**config.mk**
```make
export PLATFORM = sky130hd
export DESIGN_NAME = pipe_adder
export DESIGN_NICKNAME = d
export VERILOG_FILES = /design/src/rtl/pipe_adder.sv
export SDC_FILE = /design/constraint.sdc
export NUM_CORES = 1
export LEC_CHECK = 0
export ABC_CLOCK_PERIOD_IN_PS = 7690
export CELL_PAD_IN_SITES_DETAIL_PLACEMENT = 1
export CELL_PAD_IN_SITES_GLOBAL_PLACEMENT = 1
export CORE_MARGIN = 10
export CORE_UTILIZATION = 25
export DETAILED_ROUTE_END_ITERATION = 16
export PLACE_DENSITY_LB_ADDON = 0.1
export SETUP_SLACK_MARGIN = 0.4
export SYNTH_ARGS = -nofsm -noshare
export SYNTH_HDL_FRONTEND = slang
export SYNTH_SLANG_ARGS = --single-unit
export TNS_END_PERCENT = 50
```
**constraint.sdc**
```tcl
create_clock -name clk -period 7.69 [get_ports clk]
set_input_delay 0.769 -clock clk [delete_from_list [all_inputs] [get_ports clk]]
set_output_delay 0.769 -clock clk [all_outputs]
set_load 0.02 [all_outputs]
```
**src/rtl/pipe_adder.sv**
```systemverilog
// Pipelined N-bit signed adder/subtractor: carry chain cut into STAGES slices, valid/ready flow control.
// Optional signed-overflow output is enabled by defining PIPE_ADDER_OVF_EN.
module pipe_adder #(
    parameter int unsigned N      = 32,
    parameter int unsigned STAGES = 4
) (
    input  logic         clk,
    input  logic         rst,
    input  logic         in_valid,
    output logic         in_ready,
    input  logic [N-1:0] A,
    input  logic [N-1:0] B,
    input  logic         ci,
    input  logic         sub,
    output logic         out_valid,
    input  logic         out_ready,
    output logic [N-1:0] S,
    output logic         co
`ifdef PIPE_ADDER_OVF_EN
    ,
    output logic         ovf
`endif
);

    localparam int unsigned W    = N / STAGES;
    localparam int unsigned SW   = W + 1;
    localparam int unsigned LAST = STAGES - 1;

    logic [STAGES-1:0] v_q, v_d;
    logic [STAGES-1:0] c_q, c_d;
    logic [N-1:0]      a_q [STAGES];
    logic [N-1:0]      a_d [STAGES];
    logic [N-1:0]      b_q [STAGES];
    logic [N-1:0]      b_d [STAGES];
    logic [N-1:0]      s_q [STAGES];
    logic [N-1:0]      s_d [STAGES];

    logic [STAGES:0]   rdy;
    logic [STAGES-1:0] v_in;
    logic [STAGES-1:0] c_in;
    logic [N-1:0]      a_in [STAGES];
    logic [N-1:0]      b_in [STAGES];
    logic [N-1:0]      s_in [STAGES];
    logic [W:0]        slice_sum [STAGES];

    // Stage inputs, backward ready chain and per-stage slice add
    always_comb begin
        rdy[STAGES] = out_ready;
        for (int k = STAGES - 1; k >= 0; k--) begin
            rdy[k] = !v_q[k] || rdy[k+1];
        end

        v_in[0] = in_valid;
        c_in[0] = ci;
        a_in[0] = A;
        b_in[0] = sub ? ~B : B;
        s_in[0] = '0;
        for (int k = 1; k < STAGES; k++) begin
            v_in[k] = v_q[k-1];
            c_in[k] = c_q[k-1];
            a_in[k] = a_q[k-1];
            b_in[k] = b_q[k-1];
            s_in[k] = s_q[k-1];
        end

        for (int k = 0; k < STAGES; k++) begin
            v_d[k] = v_q[k];
            c_d[k] = c_q[k];
            a_d[k] = a_q[k];
            b_d[k] = b_q[k];
            s_d[k] = s_q[k];
            slice_sum[k] = {1'b0, a_in[k][k*W +: W]} + {1'b0, b_in[k][k*W +: W]} + SW'(c_in[k]);
            if (rdy[k]) begin
                v_d[k] = v_in[k];
                // Data only moves with a real beat, so empty slots leave registers untouched
                if (v_in[k]) begin
                    a_d[k]          = a_in[k];
                    b_d[k]          = b_in[k];
                    s_d[k]          = s_in[k];
                    s_d[k][k*W +: W] = slice_sum[k][W-1:0];
                    c_d[k]          = slice_sum[k][W];
                end
            end
        end
    end

    always_ff @(posedge clk or posedge rst) begin
        if (rst) begin
            v_q <= '0;
            c_q <= '0;
            for (int k = 0; k < STAGES; k++) begin
                a_q[k] <= '0;
                b_q[k] <= '0;
                s_q[k] <= '0;
            end
        end else begin
            v_q <= v_d;
            c_q <= c_d;
            for (int k = 0; k < STAGES; k++) begin
                a_q[k] <= a_d[k];
                b_q[k] <= b_d[k];
                s_q[k] <= s_d[k];
            end
        end
    end

`ifdef PIPE_ADDER_OVF_EN
    logic ovf_q, ovf_d;

    // Overflow from the operand sign bits that reach the last stage with the top slice
    always_comb begin
        ovf_d = ovf_q;
        if (rdy[LAST] && v_in[LAST]) begin
            ovf_d = (a_in[LAST][N-1] == b_in[LAST][N-1]) &&
                    (slice_sum[LAST][W-1] != a_in[LAST][N-1]);
        end
    end

    always_ff @(posedge clk or posedge rst) begin
        if (rst) begin
            ovf_q <= 1'b0;
        end else begin
            ovf_q <= ovf_d;
        end
    end

    assign ovf = ovf_q;
`endif

    assign in_ready  = rdy[0];
    assign out_valid = v_q[LAST];
    assign S         = s_q[LAST];
    assign co        = c_q[LAST];

endmodule

```
==> results by group, run 1 <==
STA
  • Fmax: 335 MHz
  • Relative slew slack: a little under a third
  • # setup viols final: 0
  • Total negative slack: 0 ns
  • RSZ-0062 raised after global routing: no
  • Worst Skew: ~0.012 ns
  • Final Max Tran Viols: 0
  • Period utilization: 38.9%
  • Fin. Hold Viols: 0
  • Min Tclk post-route: roughly 3.0 ns
  • Actual slew at the worst max-slew pin: between 1 and 1.5 ns
  • Setup ws final: between 4 and 5 ns

GRT
  • First-pass GRT wire length: 32100 µm
  • Pin count of the biggest net entering global routing: approximately 110
  • Busiest grt layer: met2
  • Gr usage total: 9.79%
  • Met2 usage: between 15 and 20%
  • Vias in the first global route: about 5800
  • Remaining Overflow, GRT: 0
  • M3 GR Usage: 2.26%
  • Initial antenna violation count: 0
  • Met1 GRT Util: between 10% and 20%

Synthesis
  • Biggest area consumer among synthesized cells: dfrtp_1
  • Yosys reg bits: ~180
  • Netlist Area Pre-Place: 8340 µm²
  • Synthesized net count: 751
  • EDFF count, synth: 0
  • Post-synth top flop: dfrtp_1
  • Synthesized instance count: between 600 and 700
  • Top cells by area, synth: dfrtp_1 (55%), mux2_2 (17%), ha_1 (4.2%)
  • YS warnings: 0
  • Cell variety after synth: 40
  • Share of the synthesized area in the top cell type: 55.2%
  • Mean Syn Cell Area: 12.9 µm²
  • Post-synth ARST share: 100%
  • Seq/Total Area, Yosys: a little under three fifths

Cells and area
  • Final #Nets: 850
  • Synth-to-Final Area Change: 23.6%
  • Leading cell types in the layout, fill and taps excluded: dfrtp_1 (184), mux2_2 (125), clkdlybuf4s50_1 (103)
  • Leading cell type in the layout, fill and taps excluded: dfrtp_1
  • Ratio of cells with drive above 1 in the final layout: 22.1%
  • # diodes: 0

Die
  • Area of the die: 41100 µm²
  • Core box area: 32700 µm²
  • Die Y: approximately 200 µm
  • I/O Pins: 105
  • Initial Util: 25.5%
  • FP Rows: 66
  • Die X: roughly 200 µm

Clock network
  • Root Driver: clkbuf_16
  • Clock Latency Late Sink: between 0.4 and 0.5 ns
  • H-tree depth: 4
  • Longest Clk Path Bufs: 2
  • CTS tree: yes
  • Cts bufs inserted: 17
  • Post_cts resized: 0
  • Worst-path clk slew: 0.07 ns
  • Postcts setup bufs: 0
  • CTS sink cnt: 184
  • Hold-fix buffers at CTS: 0

Pwr
  • Psw: 0.00116 W
  • Pwr/cell area: 347 nW/µm²
  • Fraction of power consumed by the clock network: 24.0%
  • Cell Int Power: 0.00243 W
  • Seq pwr share: around two fifths
  • Peak supply drop: 172 µV
  • Pleak: about 4.3 nW
  • Logic gate share of total power: between 30% and 40%
  • Switching share of power: 32.3%

Critical path
  • CP Data Required Time: ~6.9 ns
  • CP Class: in2out
  • Crit path arrival time: 2.22 ns
  • Reg2reg setup slack: approximately 5.2 ns
  • Critical R2R Launch: c_q[0]$_DFFE_PP0P_
  • R2R Path End: s_in[46]$_DFFE_PP0P_
  • CP endpoint kind: output port
  • R2R depth: 7
  • Max FO, Critical Path: 4
  • Startpoint Class: primary input

Hold path
  • Hold Path Sink: s_in[69]$_DFFE_PP0P_
  • Hold Startpoint: s_in[69]$_DFFE_PP0P_
  • Hold Crit Class: reg2reg
  • Hold path cells: 2

Routing
  • Routed vias/inst: ~4.3
  • Total Wirelength: 19400 µm
  • Post-route ant nets: 0
  • DR pass1 iterations: 4
  • Drt drc: 0
  • WL/cell: 16.2 µm
  • Iteration-0 DRC Markers: 181
  • Vias: just over 5000

Run
  • Max_cap viols: 0

Placed design
  • Gpl congestion: 0.753
  • Port Buffer Count: 104
  • Pre-CTS setup slack: ~4.4 ns
  • DP Wirelength: 13300 µm

Run status
  • Status: finished clean
worst max-delay path: stages:
cell and delay (ns):
clkdlybuf4s50_1 0.46, nor2b_4 0.20, nand4_4 0.19, clkdlybuf4s50_1 0.60
power groups by stage:
| stage | Combinational [W] | Sequential [W] | Clock [W] |
|---|---|---|---|
| after global routing | 0.00137 | 0.00155 | 0.000941 |
| after CTS | 0.00126 | 0.00151 | 0.000892 |
| after detailed placement | 0.00126 | 0.00153 | 0 |
| after floorplan | 0.000750 | 0.00156 | 0 |
| after global placement | 0.00123 | 0.00151 | 0 |
| final | 0.00123 | 0.00150 | 0.000861 |
layout make-up:
cell class	instances	area, µm²
sequential	184	4600
inverter	11	48.8
fill	3567	22400
timing repair buffer	107	1060
tap	442	553
clock buffer	22	464
clock inverter	7	96.3
multi-input combinational	423	3490
registers in the layout (all words and copies together) (netlist names):
register,count
b_in,48
a_in,48
s_in,48
S,32
c_q,4
v_q,4
per-stage QoR:
| step | instances | utilization [%] | power (W) | hold slack, ns | cell area [µm²] |
|---|---|---|---|---|---|
| finish | 1196 | 31.6 | 0.00359 | 0.478 | 10300 |
| global route | 1196 | 31.6 | 0.00386 | 0.508 | 10300 |
| CTS | 1196 | 31.6 | 0.00366 | 0.484 | 10300 |
| detailed placement | 1167 | 29.8 | 0.00278 | 0.471 | 9760 |
| global placement | 1167 | 29.8 | 0.00274 | 0.460 | 9760 |
| floorplan | 645 | - | 0.00231 | 0.445 | 8340 |
Yosys cell counts, types with 2 or more instances:
| library cell | n |
|---|---|
| nand2_4 | 2 |
| o21ai_0 | 61 |
| o211ai_1 | 3 |
| nor3_1 | 4 |
| xor2_1 | 21 |
| o22ai_1 | 2 |
| nor2b_1 | 2 |
| nand2_1 | 56 |
| a31oi_1 | 3 |
| a21o_1 | 6 |
| buf_6 | 8 |
| and2_1 | 3 |
| a21oi_1 | 20 |
| ha_1 | 28 |
| a211oi_1 | 8 |
| inv_1 | 11 |
| buf_2 | 13 |
| fa_1 | 8 |
| nor2_1 | 12 |
| a211o_1 | 2 |
| nand2b_1 | 13 |
| clkbuf_2 | 2 |
| dfrtp_1 | 184 |
| or2_2 | 2 |
| o21a_1 | 2 |
| mux2_2 | 125 |
| o31ai_1 | 4 |
| o21ai_1 | 2 |
| xnor2_1 | 27 |
routing by layer:
| layer | vias to the layer above | routed length (µm) |
|---|---|---|
| li1 | 2450 | - |
| met1 | 2612 | 9260 |
| met2 | 64 | 9340 |
| met3 | 11 | 558 |
| met4 | 0 | 212 |
| met5 | - | 0 |
worst max path at each step:
stage	start	to	slack (ns)	cells after the start
detailed placement	sub	c_q[0]$_DFFE_PP0P_	4.40	10
floorplan	rst	S[0]$_DFFE_PP0P_	1.92	1
CTS	out_ready	in_ready	4.68	4
global route	out_ready	in_ready	4.60	4
finish	out_ready	in_ready	4.70	4
global placement	sub	c_q[0]$_DFFE_PP0P_	4.44	10
cells by family (layout without fill, tap and decap cells):
group,count (synthesis),count (layout),synth area share [%]
simple gates,97,97,5.61
mux,125,125,16.9
compound gates,117,117,8.16
fa+ha+maj,36,36,6.12
flops,184,184,55.2
xor+xnor,48,48,5.04
buf+inv,38,147,3.03
Power figures use the tool's default switching activity.
==> run 2: changes to the inputs <==
--- a/config.mk
+++ b/config.mk
@@ -5,7 +5,7 @@
 export SDC_FILE = /design/constraint.sdc
 export NUM_CORES = 1
 export LEC_CHECK = 0
-export ABC_CLOCK_PERIOD_IN_PS = 7690
+export ABC_CLOCK_PERIOD_IN_PS = 2500
 export CELL_PAD_IN_SITES_DETAIL_PLACEMENT = 1
 export CELL_PAD_IN_SITES_GLOBAL_PLACEMENT = 1
 export CORE_MARGIN = 10
==> constraint.sdc (replaced) <==
create_clock -name clk -period 2.5 [get_ports clk]
set_input_delay 0.25 -clock clk [delete_from_list [all_inputs] [get_ports clk]]
set_output_delay 0.25 -clock clk [all_outputs]
set_load 0.02 [all_outputs]
==> run 2 against run 1 <==
Clock power increased to 3.0 times the previous value. First-iteration DRC count decreased by 22%. Sequential cell count unchanged. Sequential share of layout area decreased by 1.5 points. Largest cell class unchanged.
==> results by group, run 2 (same netlist as run 1, synthesis figures left out) <==
Run status
  • Status: finished clean

Critical path
  • CP Data Required Time: 2.80 ns
  • Max FO, Critical Path: 2
  • CP endpoint kind: register
  • CP delay by family, top: adder cells
  • Crit path largest cell delay: 0.44 ns
  • Crit path cell chain: fa_2, fa_2, a21o_1, buf_4, a211o_1, nand2_1, o21ai_0
  • Cell mode on critical path: fa_2
  • Slowest CP cell: fa_2
  • Startpoint Class: register
  • Crit path arrival time: between 2 and 2.5 ns
  • CP bufs+invs: 1
  • CP Class: reg2reg

Clock network
  • CTS tree: yes
  • H-tree depth: 4
  • CTS sink cnt: roughly 180
  • Worst-path clk slew: around 0.070 ns
  • Longest Clk Path Bufs: 2
  • Clock Latency Late Sink: 0.43 ns
  • Root Driver: clkbuf_16
  • Cts bufs inserted: 17
  • Hold-fix buffers at CTS: 0

Cells and area
  • FILL cells: ~3600
  • Ratio of cells with drive above 1 in the final layout: 27.0%
  • Leading cell types in the layout, fill and taps excluded: dfrtp_1 (184), mux2_2 (125), clkdlybuf4s50_1 (102)
  • # diodes: 0
  • Final #Nets: 874
  • Leading cell type in the layout, fill and taps excluded: dfrtp_1
  • Post-layout util: 32.6%
  • Layout Cells excl Fill: 1223
  • Synth-to-Final Area Change: 27.8%

Placed design
  • Gpl congestion: 0.726
  • Port Buffer Count: between 100 and 150
  • Placed cell count: 1183
  • DP Wirelength: ~15000 µm

Pwr
  • Peak supply drop: 478 µV
  • Pleak: 4.49 nW
  • Pwr/cell area: approximately 1100 nW/µm²

GRT
  • Gr usage total: 10.1%
  • Initial antenna violation count: 0
  • Remaining Overflow, GRT: 0
  • Pin count of the biggest net entering global routing: 90
  • First-pass GRT wire length: 33000 µm
  • Vias in the first global route: 6002

Die
  • Die Y: 203 µm
  • Core box area: 32700 µm²
  • I/O Pins: about 110
  • FP Rows: 66
  • Die X: 203 µm
  • Area of the die: 41100 µm²
  • Initial Util: 25.5%

Routing
  • Iteration-0 DRC Markers: 141
  • Post-route ant nets: 0
  • WL/cell: 16.4 µm
  • Routed vias/inst: between 4 and 5
  • Vias: 5214
  • DR pass1 iterations: 4
  • Drt drc: 0
  • Total Wirelength: 20100 µm

STA
  • Period utilization: around 87%
  • Hold Slack: between 0.1 and 0.15 ns
  • Min Tclk post-route: 2.19 ns
  • Relative slew slack: 66.7%
  • RSZ-0062 raised after global routing: yes
  • Worst Skew: 0.0110 ns
  • Actual slew at the worst max-slew pin: 0.499 ns
  • Fin. Hold Viols: 0
  • Final Max Tran Viols: 0
  • Fmax: roughly 460 MHz
  • # setup viols final: 0

Run
  • Max_cap viols: 0

Hold path
  • Hold Crit Class: in2async
## run 2: changes by cell type in the layout (fill, tap and decap cells not counted), moves of 4 or more
cell | before | now
fa_2 | 0 | 8
a211oi_1 | 8 | 4
clkinv_4 | 0 | 4
buf_12 | 0 | 7
buf_4 | 3 | 20
fa_1 | 8 | 0
a211oi_2 | 1 | 5
## run 2: final timing paths
kind,from,end,slack (ns),depth (start not counted)
max in group asynchronous,rst,b_in[79]$_DFFE_PP0P_,1.67,3
min,rst,S[25]$_DFFE_PP0P_,0.11,2
min reg2reg,s_in[21]$_DFFE_PP0P_,s_in[21]$_DFFE_PP0P_,0.48,2
max reg2reg,c_q[1]$_DFFE_PP0P_,s_in[20]$_DFFE_PP0P_,0.31,7
min in group clk,sub,s_in[64]$_DFFE_PP0P_,0.37,4
max,c_q[1]$_DFFE_PP0P_,s_in[20]$_DFFE_PP0P_,0.31,7
## run 2: cell type report
| class | count | area [µm²] | area share (%) |
|---|---|---|---|
| flip-flops and latches | 184 | 4600 | 43.2 |
| multi-input cells | 423 | 3570 | 33.5 |
| repair buffers | 131 | 1330 | 12.5 |
| well taps | 442 | 553 | 5.19 |
| clock buffers | 22 | 464 | 4.35 |
| clock inverters | 10 | 96.3 | 0.903 |
| inverters | 11 | 45.0 | 0.422 |
## run 2: power by group
| part | internal (W) | leakage, nW | total [W] | switching [W] |
|---|---|---|---|---|
| combinational | 0.00212 | 2.01 | 0.00405 | 0.00193 |
| sequential | 0.00401 | 2.20 | 0.00463 | 0.000617 |
| clock | 0.00143 | 0.274 | 0.00260 | 0.00117 |
| total | 0.00756 | 4.49 | 0.0113 | 0.00372 |
## run 2: timing repair
| item | CTS | global route |
|---|---|---|
| setup endpoints to repair | 10 | 16 |
| pin swaps | 8 | 7 |
| setup buffers | 5 | 3 |
| gates resized for setup | 12 | 11 |
## run 2: routing by layer
metal	wire [µm]	GRT usage, %
met4	247	3.52
met3	777	2.71
met2	9860	16.9
met5	0	0
met1	9220	12.3
## run 2: per-stage QoR
stage,worst slack (ns),cell area (µm²),power (W),setup TNS [ns]
final,0.315,10700,0.0113,0
after detailed placement,-0.0934,9960,0.00862,-0.130
after global routing,0.257,10700,0.0122,0
after floorplan,-0.115,8350,0.00711,-21.07
after global placement,-0.0464,9960,0.00849,-0.0464
after CTS,0.341,10600,0.0114,0
==> run 3: changes to the inputs <==
--- a/config.mk
+++ b/config.mk
@@ -5,14 +5,14 @@
 export SDC_FILE = /design/constraint.sdc
 export NUM_CORES = 1
 export LEC_CHECK = 0
-export ABC_CLOCK_PERIOD_IN_PS = 2500
+export ABC_CLOCK_PERIOD_IN_PS = 2210
 export CELL_PAD_IN_SITES_DETAIL_PLACEMENT = 1
 export CELL_PAD_IN_SITES_GLOBAL_PLACEMENT = 1
 export CORE_MARGIN = 10
 export CORE_UTILIZATION = 25
 export DETAILED_ROUTE_END_ITERATION = 16
 export PLACE_DENSITY_LB_ADDON = 0.1
-export SETUP_SLACK_MARGIN = 0.4
+export SETUP_SLACK_MARGIN = 0.3
 export SYNTH_ARGS = -nofsm -noshare
 export SYNTH_HDL_FRONTEND = slang
 export SYNTH_SLANG_ARGS = --single-unit
==> constraint.sdc (replaced) <==
create_clock -name clk -period 2.21 [get_ports clk]
set_input_delay 0.221 -clock clk [delete_from_list [all_inputs] [get_ports clk]]
set_output_delay 0.221 -clock clk [all_outputs]
set_load 0.02 [all_outputs]
==> run 3 against run 2 <==
Global-route usage shrank 0.11 points. Critical path depth is the same. Register-to-register slack lost 0.21 ns. Total power grew 15%. Final cell count grew 0.65%. Critical path type unchanged.
==> results by group, run 3 (same netlist as run 1, synthesis figures left out) <==
Run status
  • Status: finished clean

STA
  • Total negative slack: 0 ns
  • Worst Skew: 0.0128 ns
  • Period utilization: 95.5%
  • Min Tclk post-route: 2.11 ns
  • Actual slew at the worst max-slew pin: 0.504 ns
  • # setup viols final: 0
  • Final Max Tran Viols: 0
  • Fmax: about 470 MHz
  • Relative slew slack: 66.4%
  • Fin. Hold Viols: 0
  • Hold Slack: 0.260 ns
  • RSZ-0062 raised after global routing: yes

Cells and area
  • # diodes: 0
  • Synth-to-Final Area Change: 29.7%
  • Layout Cells excl Fill: 1231
  • Post-layout util: 33.1%
  • Ratio of cells with drive above 1 in the final layout: between 20% and 30%
  • Area of the multi-input gates: between 3000 and 4000 µm²
  • Final #Nets: ~880
  • FILL cells: approximately 3500
  • FF/Latch Area: 4600 µm²
  • Leading cell types in the layout, fill and taps excluded: dfrtp_1 (184), mux2_2 (125), clkdlybuf4s50_1 (99)
  • Leading cell type in the layout, fill and taps excluded: dfrtp_1

Critical path
  • CP Data Required Time: 2.52 ns
  • Worst setup path start: b_in[48]$_DFFE_PP0P_
  • Crit path arrival time: 2.41 ns
  • CP Class: reg2reg
  • CP endpoint kind: register
  • Critical R2R Launch: b_in[48]$_DFFE_PP0P_
  • Startpoint Class: register
  • Max FO, Critical Path: 3

GRT
  • Vias in the first global route: 6063
  • Met1 GRT Util: 12.4%
  • Busiest grt layer: met2
  • Gr usage total: between 10 and 15%
  • Remaining Overflow, GRT: 0
  • Pin count of the biggest net entering global routing: 89
  • First-pass GRT wire length: around 33000 µm
  • Initial antenna violation count: 0
  • M3 GR Usage: 2.61%
  • Met2 usage: 16.7%

Placed design
  • DP Wirelength: 14700 µm
  • Placed cell count: 1188
  • Port Buffer Count: 104
  • Gpl congestion: 0.731

Clock network
  • Longest Clk Path Bufs: 2
  • H-tree depth: 4
  • CTS sink cnt: 184
  • Worst-path clk slew: 0.07 ns
  • Cts bufs inserted: 17
  • Clock Latency Late Sink: 0.43 ns
  • CTS tree: yes
  • Root Driver: clkbuf_16

Die
  • I/O Pins: 105
  • FP Rows: 66
  • Die Y: 203 µm
  • Initial Util: between 20% and 30%
  • Die X: 203 µm
  • Area of the die: 41100 µm²
  • Core box area: roughly 33000 µm²

Run
  • Max_cap viols: 0

Routing
  • Post-route ant nets: 0
  • Total Wirelength: 19900 µm
  • Drt drc: 0
  • Vias: roughly 5200
  • WL/cell: about 16 µm
  • DR pass1 iterations: 4
  • Iteration-0 DRC Markers: 152
  • Routed vias/inst: 4.24

Pwr
  • Pwr/cell area: 1200 nW/µm²
  • Peak supply drop: 527 µV
  • Design Power: 0.0130 W
  • Pleak: between 4 and 5 nW

Hold path
  • Hold Crit Class: in2async
-- run 3: final timing paths --
path,to,slack (ns),cells past startpoint
min,S[27]$_DFFE_PP0P_,0.26,3
max in group asynchronous,a_in[29]$_DFFE_PP0P_,1.41,4
min in group clk,s_in[64]$_DFFE_PP0P_,0.30,4
min reg2reg,b_in[85]$_DFFE_PP0P_,0.48,2
max reg2reg,s_in[22]$_DFFE_PP0P_,0.10,7
max,s_in[22]$_DFFE_PP0P_,0.10,7
-- run 3: metal layers --
layer  up-vias  routed length (µm)
met5         -                   0
met4         0                 208
met3        10                 666
met2        67                9720
met1      2643                9330
li1       2503                   -
-- run 3: what timing repair did --
item	4_1_cts	5_1_grt
pin swaps	19	14
resized for setup	23	22
endpoints found under the setup margin	19	19
cloned	0	0
buffers inserted	10	1
hold endpoints to repair	0	0
hold buffers	0	0
-- run 3: critical path, cell delays in order (launching register included) --
cell and delay (ns):
dfrtp_1 0.40, fa_2 0.44, fa_2 0.36, a21o_1 0.22, a31oi_4 0.19, nand2b_1 0.09, a211oi_2 0.20, o31ai_1 0.08
-- run 3: cell type report --
class	instances	share of cell area [%]
clock buffers	23	4.51
flip-flops and latches	184	42.5
repair buffers	139	13.2
clock inverters	9	0.624
multi-input cells	423	33.6
inverters	11	0.416
well taps	442	5.11
-- run 3: stage by stage --
stage	cell area, µm²	worst slack (ns)
floorplan	8350	-0.376
global placement	10000	-0.313
detailed placement	10000	-0.324
CTS	10700	0.102
global route	10800	0.00611
finish	10800	0.100
-- run 3: power by group --
group | leakage [nW] | internal, W | switching (W) | total [W]
logic | 2.11 | 0.00259 | 0.00230 | 0.00488
clock network | 0.266 | 0.00157 | 0.00132 | 0.00289
registers | 2.20 | 0.00453 | 0.000699 | 0.00523
total | 4.58 | 0.00869 | 0.00432 | 0.0130
